===== src/rtl/bridge_multi_if.sv =====
// CPU-side request/response bus of the system bridge.
// One request is outstanding at a time; completion is a single-cycle ready pulse.
interface bridge_multi_if;
    logic        cpu_req;
    logic [31:0] cpu_addr;
    logic [31:0] cpu_wdata;
    logic [3:0]  cpu_byteen;
    logic [31:0] cpu_rdata;
    logic        cpu_ready;
    logic        cpu_fault;

    modport master (output cpu_req, cpu_addr, cpu_wdata, cpu_byteen,
                    input  cpu_rdata, cpu_ready, cpu_fault);
    modport slave  (input  cpu_req, cpu_addr, cpu_wdata, cpu_byteen,
                    output cpu_rdata, cpu_ready, cpu_fault);
endinterface


===== src/rtl/bridge_multi.sv =====
// System bridge: decodes CPU accesses to DM, NUM_DEV word devices and the
// interrupt controller, and drives the CP0 hwint lines from masked pending bits.
module bridge_multi #(
    parameter int          NUM_DEV    = 2,
    parameter logic [31:0] DM_SIZE    = 32'h3000,
    parameter logic [31:0] DEV_BASE   = 32'h7F00,
    parameter logic [31:0] DEV_STRIDE = 32'h10,
    parameter logic [31:0] DEV_SPAN   = 32'hC,
    parameter logic [31:0] INTC_BASE  = 32'h7F80,
    parameter int          DEV_LAT    = 1
) (
    input  logic                    clk,
    input  logic                    reset,
    bridge_multi_if.slave           cpu,
    output logic [3:0]              dm_byteen,
    input  logic [31:0]             dm_rdata,
    output logic [31:0]             dev_addr,
    output logic [31:0]             dev_wdata,
    output logic [NUM_DEV-1:0]      dev_we,
    input  logic [32*NUM_DEV-1:0]   dev_rdata,
    input  logic [NUM_DEV-1:0]      irq,
    input  logic                    ext_irq,
    output logic [5:0]              hwint
);
    localparam int         SELW   = (NUM_DEV > 1) ? $clog2(NUM_DEV) : 1;
    localparam int         NSRC   = NUM_DEV + 1;
    localparam logic [1:0] S_IDLE = 2'd0;
    localparam logic [1:0] S_WAIT = 2'd1;
    localparam logic [1:0] S_RESP = 2'd2;
    localparam logic [3:0] LAT_M1 = (DEV_LAT > 0) ? 4'(DEV_LAT - 1) : 4'd0;

    logic [1:0]      state;
    logic [31:0]     addr_q, rdata_q;
    logic [SELW-1:0] sel_q, dev_sel, rd_sel;
    logic            fault_q, dm_rd_q;
    logic [3:0]      cnt;
    logic [NSRC-1:0] pending, mask, src_q, src, rise, clr;

    logic [NUM_DEV-1:0] hit_dev_raw;
    logic hit_dm, hit_dev, hit_intc, is_wr, acc, fault, intc_wr, dev_rd_wait;
    logic [31:0] intc_rd, dev_word;

    genvar g;
    generate
        for (g = 0; g < NUM_DEV; g++) begin : g_dec
            localparam logic [31:0] BASE = DEV_BASE + 32'(g) * DEV_STRIDE;
            assign hit_dev_raw[g] = (cpu.cpu_addr >= BASE) && ((cpu.cpu_addr - BASE) < DEV_SPAN);
        end
    endgenerate

    // First match wins: DM, then lowest-numbered device, then INTC.
    always_comb begin
        hit_dm  = cpu.cpu_addr < DM_SIZE;
        dev_sel = '0;
        for (int i = NUM_DEV - 1; i >= 0; i--)
            if (hit_dev_raw[i]) dev_sel = SELW'(i);
        hit_dev  = !hit_dm && (|hit_dev_raw);
        hit_intc = !hit_dm && !hit_dev && (cpu.cpu_addr[31:3] == INTC_BASE[31:3]);
    end

    assign is_wr  = |cpu.cpu_byteen;
    assign acc    = (state == S_IDLE) && cpu.cpu_req;
    assign fault  = !(hit_dm || hit_dev || hit_intc) ||
                    ((hit_dev || hit_intc) &&
                     ((cpu.cpu_addr[1:0] != 2'b00) || (is_wr && cpu.cpu_byteen != 4'hF)));
    assign dev_rd_wait = hit_dev && !is_wr && !fault && (DEV_LAT > 0);

    assign dm_byteen = (acc && hit_dm) ? cpu.cpu_byteen : 4'h0;
    always_comb begin
        dev_we = '0;
        if (acc && hit_dev && is_wr && !fault) dev_we[dev_sel] = 1'b1;
    end

    assign intc_rd  = cpu.cpu_addr[2] ? 32'(mask) : 32'(pending);
    assign rd_sel   = (state == S_IDLE) ? dev_sel : sel_q;
    assign dev_word = dev_rdata[{rd_sel, 5'd0} +: 32];

    assign dev_addr      = (state == S_IDLE) ? cpu.cpu_addr : addr_q;
    assign dev_wdata     = cpu.cpu_wdata;
    assign cpu.cpu_ready = (state == S_RESP);
    assign cpu.cpu_fault = (state == S_RESP) && fault_q;
    // DM is synchronous: its data arrives during RESP, so it bypasses the capture register.
    assign cpu.cpu_rdata = ((state == S_RESP) && dm_rd_q) ? dm_rdata : rdata_q;

    always_ff @(posedge clk or negedge reset) begin
        if (!reset) begin
            state   <= S_IDLE;
            addr_q  <= '0;
            sel_q   <= '0;
            fault_q <= 1'b0;
            dm_rd_q <= 1'b0;
            cnt     <= '0;
            rdata_q <= '0;
        end else begin
            case (state)
                S_IDLE: if (cpu.cpu_req) begin
                    addr_q  <= cpu.cpu_addr;
                    sel_q   <= dev_sel;
                    fault_q <= fault;
                    dm_rd_q <= hit_dm && !is_wr;
                    cnt     <= LAT_M1;
                    if (fault || is_wr)  rdata_q <= '0;
                    else if (hit_intc)   rdata_q <= intc_rd;
                    else if (hit_dev)    rdata_q <= dev_word;
                    else                 rdata_q <= '0;
                    state <= dev_rd_wait ? S_WAIT : S_RESP;
                end
                S_WAIT: begin
                    if (cnt == 4'd0) begin
                        rdata_q <= dev_word;
                        state   <= S_RESP;
                    end else begin
                        cnt <= cnt - 4'd1;
                    end
                end
                S_RESP:  state <= S_IDLE;
                default: state <= S_IDLE;
            endcase
        end
    end

    assign src     = {ext_irq, irq};
    assign rise    = src & ~src_q;
    assign intc_wr = acc && hit_intc && is_wr && !fault;
    assign clr     = (intc_wr && !cpu.cpu_addr[2]) ? cpu.cpu_wdata[NSRC-1:0] : '0;

    // Rising edges are OR-ed in after the clear so a same-cycle edge survives.
    always_ff @(posedge clk or negedge reset) begin
        if (!reset) begin
            src_q   <= '0;
            pending <= '0;
            mask    <= '1;
        end else begin
            src_q   <= src;
            pending <= (pending & ~clr) | rise;
            if (intc_wr && cpu.cpu_addr[2]) mask <= cpu.cpu_wdata[NSRC-1:0];
        end
    end

    always_comb begin
        hwint = '0;
        hwint[NSRC-1:0] = pending & mask;
    end
endmodule


===== src/flat_wrapper.sv =====
// flat-port wrapper written by rule: the top's interface ports become plain ports
module bridge_multi_flat 
#(
    parameter int          NUM_DEV    = 2,
    parameter logic [31:0] DM_SIZE    = 32'h3000,
    parameter logic [31:0] DEV_BASE   = 32'h7F00,
    parameter logic [31:0] DEV_STRIDE = 32'h10,
    parameter logic [31:0] DEV_SPAN   = 32'hC,
    parameter logic [31:0] INTC_BASE  = 32'h7F80,
    parameter int          DEV_LAT    = 1
)
  (clk, reset, dm_byteen, dm_rdata, dev_addr, dev_wdata, dev_we, dev_rdata, irq, ext_irq, hwint, cpu_cpu_req, cpu_cpu_addr, cpu_cpu_wdata, cpu_cpu_byteen, cpu_cpu_rdata, cpu_cpu_ready, cpu_cpu_fault);
  bridge_multi_if cpu_i ();
  input  logic clk;
  input  logic reset;
  output logic [3:0] dm_byteen;
  input  logic [31:0] dm_rdata;
  output logic [31:0] dev_addr;
  output logic [31:0] dev_wdata;
  output logic [NUM_DEV-1:0] dev_we;
  input  logic [32*NUM_DEV-1:0] dev_rdata;
  input  logic [NUM_DEV-1:0] irq;
  input  logic ext_irq;
  output logic [5:0] hwint;
  input wire logic [$bits(cpu_i.cpu_req)-1:0] cpu_cpu_req;
  input wire logic [$bits(cpu_i.cpu_addr)-1:0] cpu_cpu_addr;
  input wire logic [$bits(cpu_i.cpu_wdata)-1:0] cpu_cpu_wdata;
  input wire logic [$bits(cpu_i.cpu_byteen)-1:0] cpu_cpu_byteen;
  output wire logic [$bits(cpu_i.cpu_rdata)-1:0] cpu_cpu_rdata;
  output wire logic [$bits(cpu_i.cpu_ready)-1:0] cpu_cpu_ready;
  output wire logic [$bits(cpu_i.cpu_fault)-1:0] cpu_cpu_fault;
  assign cpu_i.cpu_req = cpu_cpu_req;
  assign cpu_i.cpu_addr = cpu_cpu_addr;
  assign cpu_i.cpu_wdata = cpu_cpu_wdata;
  assign cpu_i.cpu_byteen = cpu_cpu_byteen;
  assign cpu_cpu_rdata = cpu_i.cpu_rdata;
  assign cpu_cpu_ready = cpu_i.cpu_ready;
  assign cpu_cpu_fault = cpu_i.cpu_fault;
  bridge_multi #(.NUM_DEV(NUM_DEV), .DM_SIZE(DM_SIZE), .DEV_BASE(DEV_BASE), .DEV_STRIDE(DEV_STRIDE), .DEV_SPAN(DEV_SPAN), .INTC_BASE(INTC_BASE), .DEV_LAT(DEV_LAT)) u_core (.clk(clk), .reset(reset), .cpu(cpu_i), .dm_byteen(dm_byteen), .dm_rdata(dm_rdata), .dev_addr(dev_addr), .dev_wdata(dev_wdata), .dev_we(dev_we), .dev_rdata(dev_rdata), .irq(irq), .ext_irq(ext_irq), .hwint(hwint));
endmodule

===== config.mk =====
export PLATFORM = sky130hd
export DESIGN_NAME = bridge_multi_flat
export DESIGN_NICKNAME = d
export VERILOG_FILES = /design/src/rtl/bridge_multi_if.sv /design/src/rtl/bridge_multi.sv /design/src/flat_wrapper.sv
export SDC_FILE = /design/constraint.sdc
export NUM_CORES = 1
export LEC_CHECK = 0
export ABC_CLOCK_PERIOD_IN_PS = 3100
export CAP_MARGIN = 40
export CORE_UTILIZATION = 40
export DETAILED_ROUTE_END_ITERATION = 6
export PLACE_DENSITY_LB_ADDON = 0.05
export SYNTH_ARGS = -nofsm -noshare
export SYNTH_HDL_FRONTEND = slang
export SYNTH_SLANG_ARGS = --single-unit

===== constraint.sdc =====
create_clock -name clk -period 3.1 [get_ports clk]
set_input_delay 0.62 -clock clk [delete_from_list [all_inputs] [get_ports clk]]
set_output_delay 0.62 -clock clk [all_outputs]
set_load 0.03 [all_outputs]

After elaboration in Yosys (flattened, before gate mapping)
Cells that the tools add are included.

storage, ports and cells
  register bits = 82
  bits in latches = 0
  memory bits (writable) = 0
  bits in read-only memories = 0
  input port bits = 170
  memories = 0

cells by class
  add/sub/neg operators = 3
  multipliers = 0
  div/mod/pow operators = 0
  magnitude comparators = 7
  equality and inequality tests = 7
  shift-type cells = 1
  muxes and demuxes = 24
  bitwise operators = 6
  reduce and logical (&&, ||, !) cells = 45

operator list
  operator                  count
  $mux W32                  7
  $ge A32 B15 Y1 const B    2
  $lt A32 B4 Y1 const B     2
  $pmux W32 S2              1
  $shiftx A64 B7 Y32        1
  $sub A32 B15 Y32 const B  2
  $lt A32 B14 Y1 const B    1
  $eq A29 B12 Y1 const B    1
  $logic_and A1 B1 Y1       23
  $mux W4                   3
  $and A3 B3 Y3             3
  $mux W2                   4
  $pmux W4 S2               1
  $logic_not A1 Y1          6
  $logic_or A1 B1 Y1        6
  $mux W3                   2
  $not A3 Y3                2
  $reduce_and A3 Y1         2
  $logic_not A4 Y1          1
  $mux W1                   4
  $ne A2 B2 Y1 const B      2
  $ne A4 B4 Y1 const B      1
  $pmux W2 S2               1
  $reduce_and A2 Y1         2
  12 further kinds          13

Logic depth before layout (Yosys ltp)
  depth after elaboration = 18
  depth in mapped cells = 10
  gate-level depth less buffers = 8

Worst setup path before layout
No wires, ideal clock.

  kind = input-to-output
  start point = in cpu_cpu_addr[5]
  end point = out dev_we[1]
  arrival time = 2.422 ns
  required time = 2.480 ns
  slack = 0.058 ns
  stages on the path = 7
  buffers on the path = 0
  cell sequence = or4_1 a311o_2 o21ai_0 nand4_1 nor2_1 nand4bb_1 nor2_1

between the ends
  cells in the longest elaborated chain, start to end = 14
  elaborated cells on any way between the ends = 34

ends and longest elaborated chain
  item                                                       RTL line            source
  start, declared                                            flat_wrapper.sv:26  input wire logic [$bits(cpu_i.cpu_addr)-1:0] cpu_cpu_addr;
  branches (longest 13 deep; another with $sub A32 B15 Y32)  -
  $mux W2 (*)                                                bridge_multi.sv:71  if (acc && hit_dev && is_wr && !fault) dev_we[dev_sel] = 1'b1;
  end, declared                                              flat_wrapper.sv:20  output logic [NUM_DEV-1:0] dev_we;

Mark *: on every way between the ends.

Worst setup path in the final report
  start point = in cpu_cpu_addr[16]
  end point = out dev_we[1]

Same word-level chain as after synthesis.

==> run_results.csv <==
group,metric,value,unit
placed_design,gp_congestion,0.8787,
synth,synth.distinct_cells,52,
setup_path,path_class,"in2out",
run_status,status,"complete, no violations",
die,die_area,13520,um2
power,p_int,2956,uW
clock_tree,clockBufferDepth,2,
power,power.switching,1706,uW
power,pwr-share-seq,30.3,%
synth,ys_seq_area_share,39.35,%
synth,syn_area,5224,um2
setup_path,cp_max_fo,6,
global_route,globalRouteTotalUtil,24.19,%
clock_tree,clk_pin_slew,0.06,ns
synth,syn-instance-count,569,
synth,synth.avg_cell_area,9.181,um2
global_route,grt_pass1_vias,5045,
timing,fin_crit_sh,99.33,%
die,die_y,116.3,um
power,peakVddDrop,0.4203,mV
global_route,antenna_found_initial,0,
drt,drtIter0Drc,194,
die,initial_core_util,41.23,%
power,pwr-share-clk,24.7,%
clock_tree,cts_root_buf,"clkbuf_16",
power,combPwrFrac,45.0,%
setup_path,cp.required,2.48,ns
timing,period_needed,3.079,ns
timing,grt_setup_unrepaired,"yes",
placed_design,dp.cells,980,
finish,antennaDiodeCount,0,
clock_tree,numClockSinks,82,
placed_design,portBuffers,218,
finish,syn_to_final_growth,60.26,%
finish,mostFrequentLayoutCells,"clkdlybuf4s50_1 (179), nand2_1 (148), buf_4 (92)",
setup_path,startpoint_type,"primary input",
timing,final.setup_skew,0.007377,ns
die,num_rows,41,
synth,synth_edf_count,0,
drt,ant_nets,0,
drt,via_per_inst,5.023,
finish,final_cells,1009,
global_route,grt_max_degree,51,
finish,fin_nets,1003,
drt,post_drt_wl_per_cell,15.95,um
setup_path,worst_setup_path_end_kind,"primary output",
placed_design,place_hpwl,12260,um
setup_path,reg2reg_depth,6,
timing,final-setup-viol-count,0,
timing,max_freq,324.8,MHz
setup_path,arrival,2.46,ns
clock_tree,clk_latency,0.34,ns
synth,synthFlopType,"dfrtp_1",
timing,finalHoldViolCount,0,
clock_tree,cts_made_buffers,9,
drt,drt-pass1-iter-count,4,
global_route,grt_pass1_wl,25260,um
power,leakagePower,0.004007,uW
global_route,gr-total-overflow,0,
synth,ys_ff_latch,82,
power,p_sw_share,36.59,%
timing,maxSlewViolCount,0,
die,core_area,12670,um2
clock_tree,htreeDepth,3,
finish,final_core_util,66.07,%
clock_tree,cts_tree,"yes",
die,die_x,116.3,um
synth,synthArstFlopShare,100.0,%
hold_path,worst_hold_path_type,"in2async",
finish,layout-drive-gt1-share,27.72,%
finish,final_common_cell,"clkdlybuf4s50_1",
power,p_per_area,556.8,nW/um2
drt,detail_route.wirelength,16100,um
synth,yosysWarnings,0,
drt,drt_drc_violations_left,0,
flow_run,cap_violations,0,
die,ios,280,
drt,via_count,5068,
synthesized netlist by cell type, types with 3 or more instances:
cell,number,share of area (%)
dfrtp_1,79,38
nor4_1,5,0.60
o21ai_0,18,1.7
buf_1,3,0.22
nand4_1,8,0.96
a31oi_1,5,0.60
and2_1,6,0.72
o31ai_1,7,1.0
or4_1,4,0.57
inv_1,10,0.72
or3_1,4,0.48
clkbuf_1,14,1.0
nand2_1,149,11
nor2_1,23,1.7
nand4b_1,3,0.50
buf_12,3,1.1
mux2_2,68,15
and3_1,4,0.48
o21ai_1,30,2.9
nand3_1,5,0.48
mux2i_1,33,6.3
buf_4,36,5.2
nor3_1,8,0.77
dfstp_2,3,1.5
dlygate4sd3_1,3,0.57
a21oi_1,5,0.48
a22oi_1,3,0.43
cell type report:
type | count | area, um2
Clock inverter | 3 | 43.79
Clock buffer | 13 | 280.3
Multi-Input combinational cell | 417 | 2811
Inverter | 10 | 37.54
Timing Repair Buffer | 312 | 2928
Fill cell | 1087 | 4299
Sequential cell | 82 | 2056
Tap cell | 172 | 215.2
power groups by stage:
| stage | clock network (uW) | logic [uW] | registers [uW] |
|---|---|---|---|
| 2_1_floorplan | 0 | 1290 | 1390 |
| 3_3_place_gp | 0 | 2070 | 1410 |
| 3_5_place_dp | 0 | 2100 | 1420 |
| 4_1_cts | 1170 | 2120 | 1410 |
| 6_report | 1150 | 2100 | 1410 |
| 5_1_grt | 1230 | 2250 | 1440 |
layer usage:
| layer | GRT usage [%] | wire length [um] |
|---|---|---|
| met3 | 4.152 | 1099 |
| met4 | 8.718 | 301 |
| met2 | 41.54 | 7858 |
| met1 | 30.54 | 6836 |
| met5 | 0 | 0 |
path summary, 6_finish.rpt:
kind | start | endpoint | slack, ns
worst max-delay path | cpu_cpu_addr[16] | dev_we[1] | 0.02
worst min-delay path | reset | u_core.addr_q[13] | 0.23
worst max register to register | u_core.state[1] | u_core.rdata_q[25] | 0.91
worst min register to register | u_core.src_q[1] | u_core.pending[1] | 0.42
max in group asynchronous | reset | u_core.mask[1] | 2.22
min in group clk | u_core.src_q[1] | u_core.pending[1] | 0.42
repair_timing:
action / CTS / global route
setup endpoints to repair: 38 / 42
hold buffers: 0 / 0
setup buffers: 13 / 1
cloned: 0 / 0
pin swaps: 11 / 17
resized for setup: 53 / 50
sequential cells by signal, summed over array words and instances, names as in the netlist:
name	flops
u_core.addr_q	32
u_core.cnt	4
u_core.dm_rd_q	1
u_core.fault_q	1
u_core.mask	3
u_core.pending	3
u_core.rdata_q	32
u_core.sel_q	1
u_core.src_q	3
u_core.state	2
critical path, stage by stage:
cell           delay [ns]
dlygate4sd2_1        0.27
buf_4                0.17
or4_1                0.54
buf_4                0.16
a31oi_2              0.17
nor4_2               0.07
nand3_1              0.07
nand4bb_1            0.16
nor2_1               0.06
buf_4                0.17
cells by family after synthesis:
group | count (synthesis) | share of synthesized area [%]
AO/OA/AOI/OAI | 77 | 8.742
XOR/XNOR | 2 | 0.3354
adder cells (fa/ha/maj) | 1 | 0.2395
buffers and inverters | 72 | 9.533
flip-flops | 82 | 39.35
multiplexers | 101 | 20.98
other | 1 | 0.07179
AND/OR/NAND/NOR | 233 | 20.74
metrics by stage:
stage	hold slack [ns]	instance area, um2	setup TNS [ns]	setup slack, ns	total power [uW]
floorplan	0.3244	5231	0	0.05759	2684
global placement	0.4045	7815	-16.91	-0.4699	3483
detailed placement	0.4196	7843	-18.76	-0.5198	3526
CTS	0.2369	8341	-0.1084	-0.1084	4699
global route	0.2624	8372	-0.06625	-0.06625	4914
finish	0.2323	8372	0	0.02071	4661
Power figures use the tool's default switching activity.
